===== config.mk =====
export PLATFORM = sky130hd
export DESIGN_NAME = iexecute
export DESIGN_NICKNAME = d
export VERILOG_FILES = /design/src/rtl/iexecute.sv
export SDC_FILE = /design/constraint.sdc
export NUM_CORES = 1
export LEC_CHECK = 0
export ABC_AREA = 1
export ABC_CLOCK_PERIOD_IN_PS = 9890
export CORE_MARGIN = 2
export CORE_UTILIZATION = 50
export CTS_BUF_LIST = sky130_fd_sc_hd__clkbuf_8
export CTS_CLUSTER_SIZE = 20
export DETAILED_ROUTE_END_ITERATION = 10
export GPL_ROUTABILITY_DRIVEN = 1
export GPL_TIMING_DRIVEN = 1
export PLACE_DENSITY = 0.93
export SYNTH_ARGS = -nofsm -noshare
export SYNTH_HDL_FRONTEND = slang
export SYNTH_SLANG_ARGS = --single-unit
export TNS_END_PERCENT = 5

===== constraint.sdc =====
create_clock -name clk -period 9.89 [get_ports clk]
set_input_delay 1.4835 -clock clk [delete_from_list [all_inputs] [get_ports clk]]
set_output_delay 1.4835 -clock clk [all_outputs]
set_load 0.05 [all_outputs]

===== src/rtl/iexecute.sv =====
// -----------------------------------------------------------------------------
// iexecute -- execute stage of the 5-stage RISC-V pipeline.
//
// Selects forwarded operands, runs the ALU, resolves branches/jumps and owns
// the EX/MEM pipeline register. When the EX_MUL_EN macro is defined, an
// iterative shift-add multiplier (one multiplier bit per cycle) handles
// ALUControlE = 110 and raises BusyE so the hazard unit stalls IF/ID/EX.
// With EX_MUL_EN undefined, 110 produces 0 in one cycle and BusyE is 0.
//
// Ports:
//   clk, reset (async, active-low)
//   *E control/operands   : ID/EX register outputs
//   ForwardAE/ForwardBE   : 00 RDxE, 01 ResultW, 10 ALUResultM, 11 as 00
//   ResultW               : writeback value for forwarding
//   PCSrcE, PCTargetE     : fetch redirect and target (PCE + ImmExtE)
//   BusyE                 : stall request while the multiplier runs
//   *M outputs            : EX/MEM register contents
// -----------------------------------------------------------------------------
module iexecute #(
   parameter int XLEN       = 32,
   parameter int MUL_CYCLES = 32
) (
   input  logic            clk,
   input  logic            reset,
   input  logic            RegWriteE,
   input  logic            MemWriteE,
   input  logic            JumpE,
   input  logic            BranchE,
   input  logic            ALUSrcE,
   input  logic [1:0]      ResultSrcE,
   input  logic [2:0]      ALUControlE,
   input  logic [4:0]      RdE,
   input  logic [4:0]      Rs1E,
   input  logic [4:0]      Rs2E,
   input  logic [XLEN-1:0] RD1E,
   input  logic [XLEN-1:0] RD2E,
   input  logic [XLEN-1:0] PCE,
   input  logic [XLEN-1:0] ImmExtE,
   input  logic [XLEN-1:0] PCPlus4E,
   input  logic [1:0]      ForwardAE,
   input  logic [1:0]      ForwardBE,
   input  logic [XLEN-1:0] ResultW,
   output logic            PCSrcE,
   output logic [XLEN-1:0] PCTargetE,
   output logic            BusyE,
   output logic            RegWriteM,
   output logic            MemWriteM,
   output logic [1:0]      ResultSrcM,
   output logic [4:0]      RdM,
   output logic [XLEN-1:0] ALUResultM,
   output logic [XLEN-1:0] WriteDataM,
   output logic [XLEN-1:0] PCPlus4M
);

   // Register indices are consumed by the hazard unit, not here.
   logic unused_ok;
   assign unused_ok = ^{Rs1E, Rs2E};

   logic            reg_write_m_q,  reg_write_m_d;
   logic            mem_write_m_q,  mem_write_m_d;
   logic [1:0]      result_src_m_q, result_src_m_d;
   logic [4:0]      rd_m_q,         rd_m_d;
   logic [XLEN-1:0] alu_result_m_q, alu_result_m_d;
   logic [XLEN-1:0] write_data_m_q, write_data_m_d;
   logic [XLEN-1:0] pc_plus4_m_q,   pc_plus4_m_d;

   logic [XLEN-1:0] src_a_e;
   logic [XLEN-1:0] src_b_e;
   logic [XLEN-1:0] write_data_e;
   logic [XLEN-1:0] alu_core_e;
   logic [XLEN-1:0] alu_result_e;
   logic            zero_e;
   logic            busy_e;

   // Operand forwarding; 11 falls back to the register-file value.
   always_comb begin
      case (ForwardAE)
         2'b01:   src_a_e = ResultW;
         2'b10:   src_a_e = alu_result_m_q;
         default: src_a_e = RD1E;
      endcase
      case (ForwardBE)
         2'b01:   write_data_e = ResultW;
         2'b10:   write_data_e = alu_result_m_q;
         default: write_data_e = RD2E;
      endcase
      src_b_e = ALUSrcE ? ImmExtE : write_data_e;
   end

   // Single-cycle ALU; mul (110) is handled by the multiplier when present.
   always_comb begin
      alu_core_e = '0;
      case (ALUControlE)
         3'b000:  alu_core_e = src_a_e + src_b_e;
         3'b001:  alu_core_e = src_a_e - src_b_e;
         3'b010:  alu_core_e = src_a_e & src_b_e;
         3'b011:  alu_core_e = src_a_e | src_b_e;
         3'b101:  alu_core_e = {{(XLEN-1){1'b0}}, ($signed(src_a_e) < $signed(src_b_e))};
         default: alu_core_e = '0;
      endcase
   end

`ifdef EX_MUL_EN
   localparam int CNT_W = $clog2(MUL_CYCLES + 1);

   typedef enum logic [1:0] {
      S_IDLE = 2'd0,
      S_BUSY = 2'd1,
      S_DONE = 2'd2
   } state_t;

   state_t          state_q, state_d;
   logic [XLEN-1:0] mul_a_q, mul_a_d;
   logic [XLEN-1:0] mul_b_q, mul_b_d;
   logic [XLEN-1:0] acc_q,   acc_d;
   logic [CNT_W-1:0] cnt_q,  cnt_d;
   logic            busy_c;

   // Operands are captured at issue because ResultW/ALUResultM move during
   // the stall. Each BUSY step adds the shifted multiplicand when the current
   // multiplier LSB is set; only the low XLEN bits are kept.
   always_comb begin
      state_d      = state_q;
      mul_a_d      = mul_a_q;
      mul_b_d      = mul_b_q;
      acc_d        = acc_q;
      cnt_d        = cnt_q;
      busy_c       = 1'b0;
      alu_result_e = alu_core_e;
      case (state_q)
         S_IDLE: begin
            if (ALUControlE == 3'b110) begin
               busy_c  = 1'b1;
               mul_a_d = src_a_e;
               mul_b_d = src_b_e;
               acc_d   = '0;
               cnt_d   = '0;
               state_d = S_BUSY;
            end
         end
         S_BUSY: begin
            busy_c  = 1'b1;
            acc_d   = acc_q + (mul_b_q[0] ? mul_a_q : '0);
            mul_a_d = mul_a_q << 1;
            mul_b_d = mul_b_q >> 1;
            cnt_d   = cnt_q + CNT_W'(1);
            if (cnt_q == CNT_W'(MUL_CYCLES - 1)) begin
               state_d = S_DONE;
            end
         end
         S_DONE: begin
            alu_result_e = acc_q;
            state_d      = S_IDLE;
         end
         default: state_d = S_IDLE;
      endcase
   end

   always_ff @(posedge clk or negedge reset) begin
      if (!reset) begin
         state_q <= S_IDLE;
         mul_a_q <= '0;
         mul_b_q <= '0;
         acc_q   <= '0;
         cnt_q   <= '0;
      end else begin
         state_q <= state_d;
         mul_a_q <= mul_a_d;
         mul_b_q <= mul_b_d;
         acc_q   <= acc_d;
         cnt_q   <= cnt_d;
      end
   end

   // While reset is held the FSM is IDLE, so a pending mul must not stall.
   assign busy_e = reset & busy_c;
`else
   localparam int unused_mul_cycles = MUL_CYCLES;

   assign alu_result_e = alu_core_e;
   assign busy_e       = 1'b0;
`endif

   assign zero_e    = (alu_result_e == '0);
   assign PCTargetE = PCE + ImmExtE;
   // No redirect while a multiply is being issued or iterated.
   assign PCSrcE    = reset & ~busy_e & (JumpE | (BranchE & zero_e));
   assign BusyE     = busy_e;

   // EX/MEM register input: a bubble while the multiplier holds the stage.
   always_comb begin
      reg_write_m_d  = 1'b0;
      mem_write_m_d  = 1'b0;
      result_src_m_d = '0;
      rd_m_d         = '0;
      alu_result_m_d = '0;
      write_data_m_d = '0;
      pc_plus4_m_d   = '0;
      if (!busy_e) begin
         reg_write_m_d  = RegWriteE;
         mem_write_m_d  = MemWriteE;
         result_src_m_d = ResultSrcE;
         rd_m_d         = RdE;
         alu_result_m_d = alu_result_e;
         write_data_m_d = write_data_e;
         pc_plus4_m_d   = PCPlus4E;
      end
   end

   always_ff @(posedge clk or negedge reset) begin
      if (!reset) begin
         reg_write_m_q  <= 1'b0;
         mem_write_m_q  <= 1'b0;
         result_src_m_q <= '0;
         rd_m_q         <= '0;
         alu_result_m_q <= '0;
         write_data_m_q <= '0;
         pc_plus4_m_q   <= '0;
      end else begin
         reg_write_m_q  <= reg_write_m_d;
         mem_write_m_q  <= mem_write_m_d;
         result_src_m_q <= result_src_m_d;
         rd_m_q         <= rd_m_d;
         alu_result_m_q <= alu_result_m_d;
         write_data_m_q <= write_data_m_d;
         pc_plus4_m_q   <= pc_plus4_m_d;
      end
   end

   assign RegWriteM  = reg_write_m_q;
   assign MemWriteM  = mem_write_m_q;
   assign ResultSrcM = result_src_m_q;
   assign RdM        = rd_m_q;
   assign ALUResultM = alu_result_m_q;
   assign WriteDataM = write_data_m_q;
   assign PCPlus4M   = pc_plus4_m_q;

endmodule


After elaboration in Yosys (flattened, before gate mapping)
Index checks and enable logic that the tools add are counted.
- shifts and indexed selects: 0
- divide/modulo/power cells: 0
- muxes and demuxes: 4
- equal/unequal tests: 8
- reductions and logical operators: 2
- add/sub/neg operators: 3
- order comparisons: 1
- $mul: 0
- bitwise operators: 5
- operators with widths (cell ; count):
    $pmux W32 S5 ; 1
    $pmux W32 S2 ; 2
    $add A32 B32 Y32 ; 2
    $and A32 B32 Y32 ; 1
    $logic_not A32 Y1 ; 1
    $lt A32 B32 Y1 ; 1
    $mux W32 ; 1
    $or A32 B32 Y32 ; 1
    $sub A32 B32 Y32 ; 1
    $eq A3 B2 Y1 const B ; 2
    $eq A2 B1 Y1 const B ; 2
    $eq A2 B2 Y1 const B ; 2
    $eq A3 B1 Y1 const B ; 1
    $eq A3 B3 Y1 const B ; 1
    $logic_not A3 Y1 ; 1
    $and A1 B1 Y1 ; 2
    $or A1 B1 Y1 ; 1
- bits in registers: 105
- memory bits (read-only): 0
- output and inout bits: 139
- memories kept: 0
- RAM bits: 0
- bits in latches: 0
- logic and storage cells: 30

Logic depth before layout (Yosys ltp)
- depth in word-level cells: 9
- gate-level depth with buffers: 28
- gate-level depth less buffers: 25

Worst setup path before layout
OpenSTA, ideal clock, no wires.
- path type: in2out
- start: input ForwardBE[0]
- end: output PCSrcE
- arrival time: 5.337 ns
- setup slack: 3.070 ns
- stages: 25
- cell sequence: inv_1 > ha_1 > clkbuf_1 > inv_1 > clkbuf_1 > o21ai_0 > o21ai_0 > ha_1 > inv_1 > fa_1 > inv_1 > nand3_1 > nand2_1 > nand2_1 > nand2_1 > nand2_1 > nand2_1 > nand3b_1 > a21oi_1 > nor2_1 > nor2_1 > nand2_1 > nor2_1 > nand3_1 > a21oi_1
- longest elaborated chain between the ends: 9
- elaborated cells between the ends (all ways): 14
- classes of those cells: 2 x add/sub; 1 x order compare; 2 x eq/ne; 3 x mux; 5 x bitwise; 1 x reduce/logical
- ends and longest elaborated chain (element ; RTL line ; text):
    start, declared ; 41 ; input logic [1:0] ForwardBE,
    $eq A2 B2 Y1 or $eq A2 B1 Y1 (tied branches) ; 82 ; case (ForwardBE)
    $pmux W32 S2 (*) ; 82 ;
    $mux W32 (*) ; 87 ; src_b_e = ALUSrcE ? ImmExtE : write_data_e;
    $sub A32 B32 Y32 (tied with other cells) ; 95 ; 3'b001: alu_core_e = src_a_e - src_b_e;
    $pmux W32 S5 (*) ; 93 ; case (ALUControlE)
    $logic_not A32 Y1 (*) ; 184 ; assign zero_e = (alu_result_e == '0);
    $and A1 B1 Y1 (*) ; 187 ; assign PCSrcE = reset & ~busy_e & (JumpE | (BranchE & zero_e));
    $or A1 B1 Y1 (*) ; 187 ;
    $and A1 B1 Y1 (*) ; 187 ;
    end, declared ; 43 ; output logic PCSrcE,
Mark *: on every way between the ends. The rest lies on a longest branch, timed or not.

Final worst setup path
- start: input ForwardBE[0]
- end: output PCSrcE
- longest elaborated chain between the ends: 9
- elaborated cells between the ends (all ways): 14
- classes of those cells: 2 x add/sub; 1 x order compare; 2 x eq/ne; 3 x mux; 5 x bitwise; 1 x reduce/logical
- ends and longest elaborated chain (element ; RTL line ; text):
    $eq A2 B2 Y1 or $eq A2 B1 Y1 (tied branches) ; 82 ;
    $pmux W32 S2 (*) ; 82 ;
    net write_data_e[1] ; 69 ; logic [XLEN-1:0] write_data_e;
    $mux W32 (*) ; 87 ;
    $sub A32 B32 Y32 (tied with other cells) ; 95 ;
    $pmux W32 S5 (*) ; 93 ;
    $logic_not A32 Y1 (*) ; 184 ;
    $and A1 B1 Y1 (*) ; 187 ;
    $or A1 B1 Y1 (*) ; 187 ;
    $and A1 B1 Y1 (*) ; 187 ;
The timed path passes the listed nets; every way through them passes the cells marked *.

==> results <==
- The total number of yosys warnings is 0.
- The largest net degree at the start of global routing is 65.
- Counting flops with a built-in enable in the synthesized netlist gives 0.
- The fill cell instance count of the final layout is 2200.
- The flow ran to the end, and the final reports show no timing, DRC or antenna violations.
- The proportion of layout cells with a drive suffix above 1 is 0.0219.
- The relative max-transition margin is 0.127.
- The measured slew at the worst slew-check pin is ~1.3 ns.
- The worst hold-check path type is reg2reg.
- The number of synthesized register bits is ~110.
- The clock arrives with between 0.02 and 0.025 ns of skew.
- The end point of the most critical hold path is WriteDataM[21].
- The area growth from synthesis to layout is 31.7%.
- The first TritonRoute pass finished after 7 iterations.
- In this run the power density over the cells is approximately 150 mW/mm².
- The total nets after synthesis is 2379.
- The nature of the critical path endpoint is an output port.
- The worst register-to-register path ends at ALUResultM[29].
- The die covers ~0.026 mm².
- Port buffering added between 300 and 400 buffers.
- The final critical-path required period is 8.20 ns.
- Detailed placement ended at an HPWL of 47700 µm.
- At the worst endpoint, the required time is between 8 and 9 ns.
- The number of rows in the core area is 57.
- Synthesis produced a netlist whose cell count is roughly 2000.
- Counting instances, the worst hold path has a depth of 3.
- In this run the horizontal extent of the chip is between 150 and 200 µm.
- In the final design database the tool counted between 2000 and 3000 nets.
- The congestion estimate from routability-driven global placement came to 1.11.
- The library cell with the highest instance count after synthesis is nand2_1.
- TritonCTS built the clock tree.
- The number of gates resized after CTS was 0.
- The via count of the first global-routing pass is ~15000.
- The start point of the worst hold path is ALUResultM[21].
- The critical path runs through a total of 27 cells.
- The number of top-level pins is ~360.
- The path type of the worst setup path is in2out.
- On the critical path the largest part of the delay comes from simple AND/OR/NAND/NOR gates.
- In this run, CTS created clock tree buffers numbering 9.
- The slowest stage of the critical path belongs to the cell o21ai_0.
- After the first detailed-routing iteration, the DRC count stood at roughly 1800.
- The area of the mapped netlist is around 0.012 mm².
- The total overflow left after global routing is 0.
- Setup repair after global routing left no endpoint under its margin.
- The worst register-to-register path has a depth of 17.
- After synthesis, the share of flip-flops with an asynchronous set or reset is 1.00.
- The worst vdd rail ir drop is roughly 0.08 mV.
- In the synthesized netlist the dominant register cell turns out to be dfrtp_1.
- The DRC violation count after routing is 0.
- The timing-limited maximum frequency is between 0.1 and 0.15 GHz.
- The most area-hungry cell type in the Yosys netlist is dfrtp_1.
- The setup TNS after final layout is 0 ns.
- Measured along the y axis, the die boundary spans between 150 and 200 µm.
- The clock tree synthesis step divided the H-tree into 3 levels.
- Together, buffers and inverters on the worst path number 6.
- The max-capacitance violation count is 0.
- The initial antenna violation count is 8.
- The maximum cell stage delay along the critical path is between 0.9 and 1 ns.
- The signal arrival time at the worst endpoint is approximately 6.7 ns.
- For this design, the CTS-stage hold fixing added 0 buffers.
- The core region is about 0.024 mm².
- After clock tree synthesis, the clock-pin slew on the worst setup and hold paths is between 0.1 and 0.15 ns.
- The final max-slew violation count is 0.
- For this block, the routed nets add up to around 57000 µm of wire.
- Sorting the synthesized cells by area gives the leading types as dfrtp_1 (21%), nand2_1 (16%), ha_1 (14%).
- CTS saw around 110 sinks.
- Summing over every cut layer, the via total after detailed routing is around 15000.
- The number of failing setup endpoints in the final timing report is 0.
- The startpoint identified for the worst register-to-register timing path is ALUResultM[1].
- Counting distinct cell types in the post-synthesis netlist gives 44.
- In this run the worst path has a maximum fanout of 32.
- By instance count, the cell type seen most on the critical path is nand2_1.
- The count of antenna-violating nets left after detailed routing is 0.
- The hold violation total from the final report came to 0.
- The starting density of the core is 0.512.
- CTS placed an instance of clkbuf_8 at the clock tree root.
- By count the netlist is led by nand2_1 (525), inv_1 (399), nor2_1 (180).
- After detailed routing, the average wire length per cell comes to ~21 µm.
- Counting along the longest clock path gives a buffer depth of 2.
- The total placed instance area is between 0.015 and 0.02 mm².
- The clock latency reported for the late side of the worst-skew pair is 0.41 ns.
- The routed via count divided by cell count is roughly 5.7.
- The first-pass GRT wire length is approximately 84000 µm.
- The setup fix buffers added after clock tree synthesis is 0.
- Of the post-synthesis cell area, the dominant cell type holds 0.210.
- The reported leakage power is approximately 8.6 nW.
- The worst setup path is launched from an input port.
- For this run, the total global-route usage over all layers was measured as 0.423.
- Averaged over all synthesized cells, the footprint is 6.21 µm².
- The fraction of the cycle the final worst path needs is 0.829.
- After routing the design area is 0.0164 mm².
- The setup check on the worst reg-to-reg path leaves a slack of ~6 ns.
- The post-synthesis sequential area ratio is 0.210.
routing by layer:
layer | routed length [µm] | GRT usage | vias to the layer above | share of wire
met2 | 25700 | 0.687 | 964 | 0.45
met4 | 3250 | 0.219 | 2 | 0.057
li1 | - | - | 7047 | -
met3 | 5910 | 0.0832 | 190 | 0.10
met1 | 22100 | 0.536 | 7042 | 0.39
met5 | 13 | 0 | - | 0.00023
cells by family after synthesis:
| logic type | after synthesis | share of synthesized area |
|---|---|---|
| AO/OA/AOI/OAI | 348 | 0.173 |
| XOR/XNOR | 31 | 0.0217 |
| AND/OR/NAND/NOR | 913 | 0.303 |
| flip-flops | 105 | 0.210 |
| buffers and inverters | 466 | 0.143 |
| adder cells (fa/ha/maj) | 146 | 0.148 |
| other | 1 | 0.000300 |
final cells by class:
class	instances	area (µm²)	share of cell area
Tap cell	324	405	0.0247
Sequential cell	105	2630	0.160
Antenna cell	10	25.0	0.00152
Clock buffer	9	124	0.00753
Inverter	402	1510	0.0918
Multi-Input combinational cell	1439	8070	0.490
Timing Repair Buffer	364	3600	0.219
Clock inverter	7	91.3	0.00555
power by group:
part,internal (mW),switching (mW),total (mW)
Sequential,0.478,0.0376,0.515
Clock,0.104,0.187,0.291
Combinational,0.517,1.12,1.63
how the worst max path moves through the flow:
stage / start / end
4_1_cts: ForwardBE[0] / PCSrcE
2_1_floorplan: ForwardBE[0] / PCSrcE
3_3_place_gp: ForwardBE[0] / PCSrcE
3_5_place_dp: ForwardBE[0] / PCSrcE
5_1_grt: ForwardBE[0] / PCSrcE
6_report: ForwardBE[0] / PCSrcE
per-stage QoR:
stage	hold slack, ns	setup WS, ns	power [mW]	instances	utilization
CTS	0.678	1.95	2.40	2650	0.673
global placement	0.645	2.06	2.08	2634	0.664
global route	0.734	1.37	2.58	2657	0.674
finish	0.696	1.69	2.44	2660	0.674
floorplan	0.873	3.07	1.54	2010	-
detailed placement	0.655	1.95	2.11	2634	0.664
placed cells by master (no fill, tap or decap), drive strengths merged, types with 11 or more instances in the layout:
master / count
xnor2: 11
xor2: 20
nor3: 21
o22ai: 23
o21ai: 137
clkdlybuf4s50: 347
nand4: 23
inv: 404
buf: 17
a21oi: 91
nand2: 528
dfrtp: 105
a221o: 60
nor2: 185
a31oi: 11
ha: 143
nand3: 140
registers in the layout, summed over array words and instances, names as in the netlist:
register / cells
MemWriteM: 1
WriteDataM: 32
RdM: 5
ALUResultM: 32
ResultSrcM: 2
PCPlus4M: 32
RegWriteM: 1
worst min-delay path, delay by kind of cell, from the launching register on:
kind / cells / cell delay (ns)
AO/OA/AOI/OAI: 2 / 0.23
buffers and inverters: 1 / 0.07
flip-flops: 1 / 0.38
(Power assumes the default switching activity.)
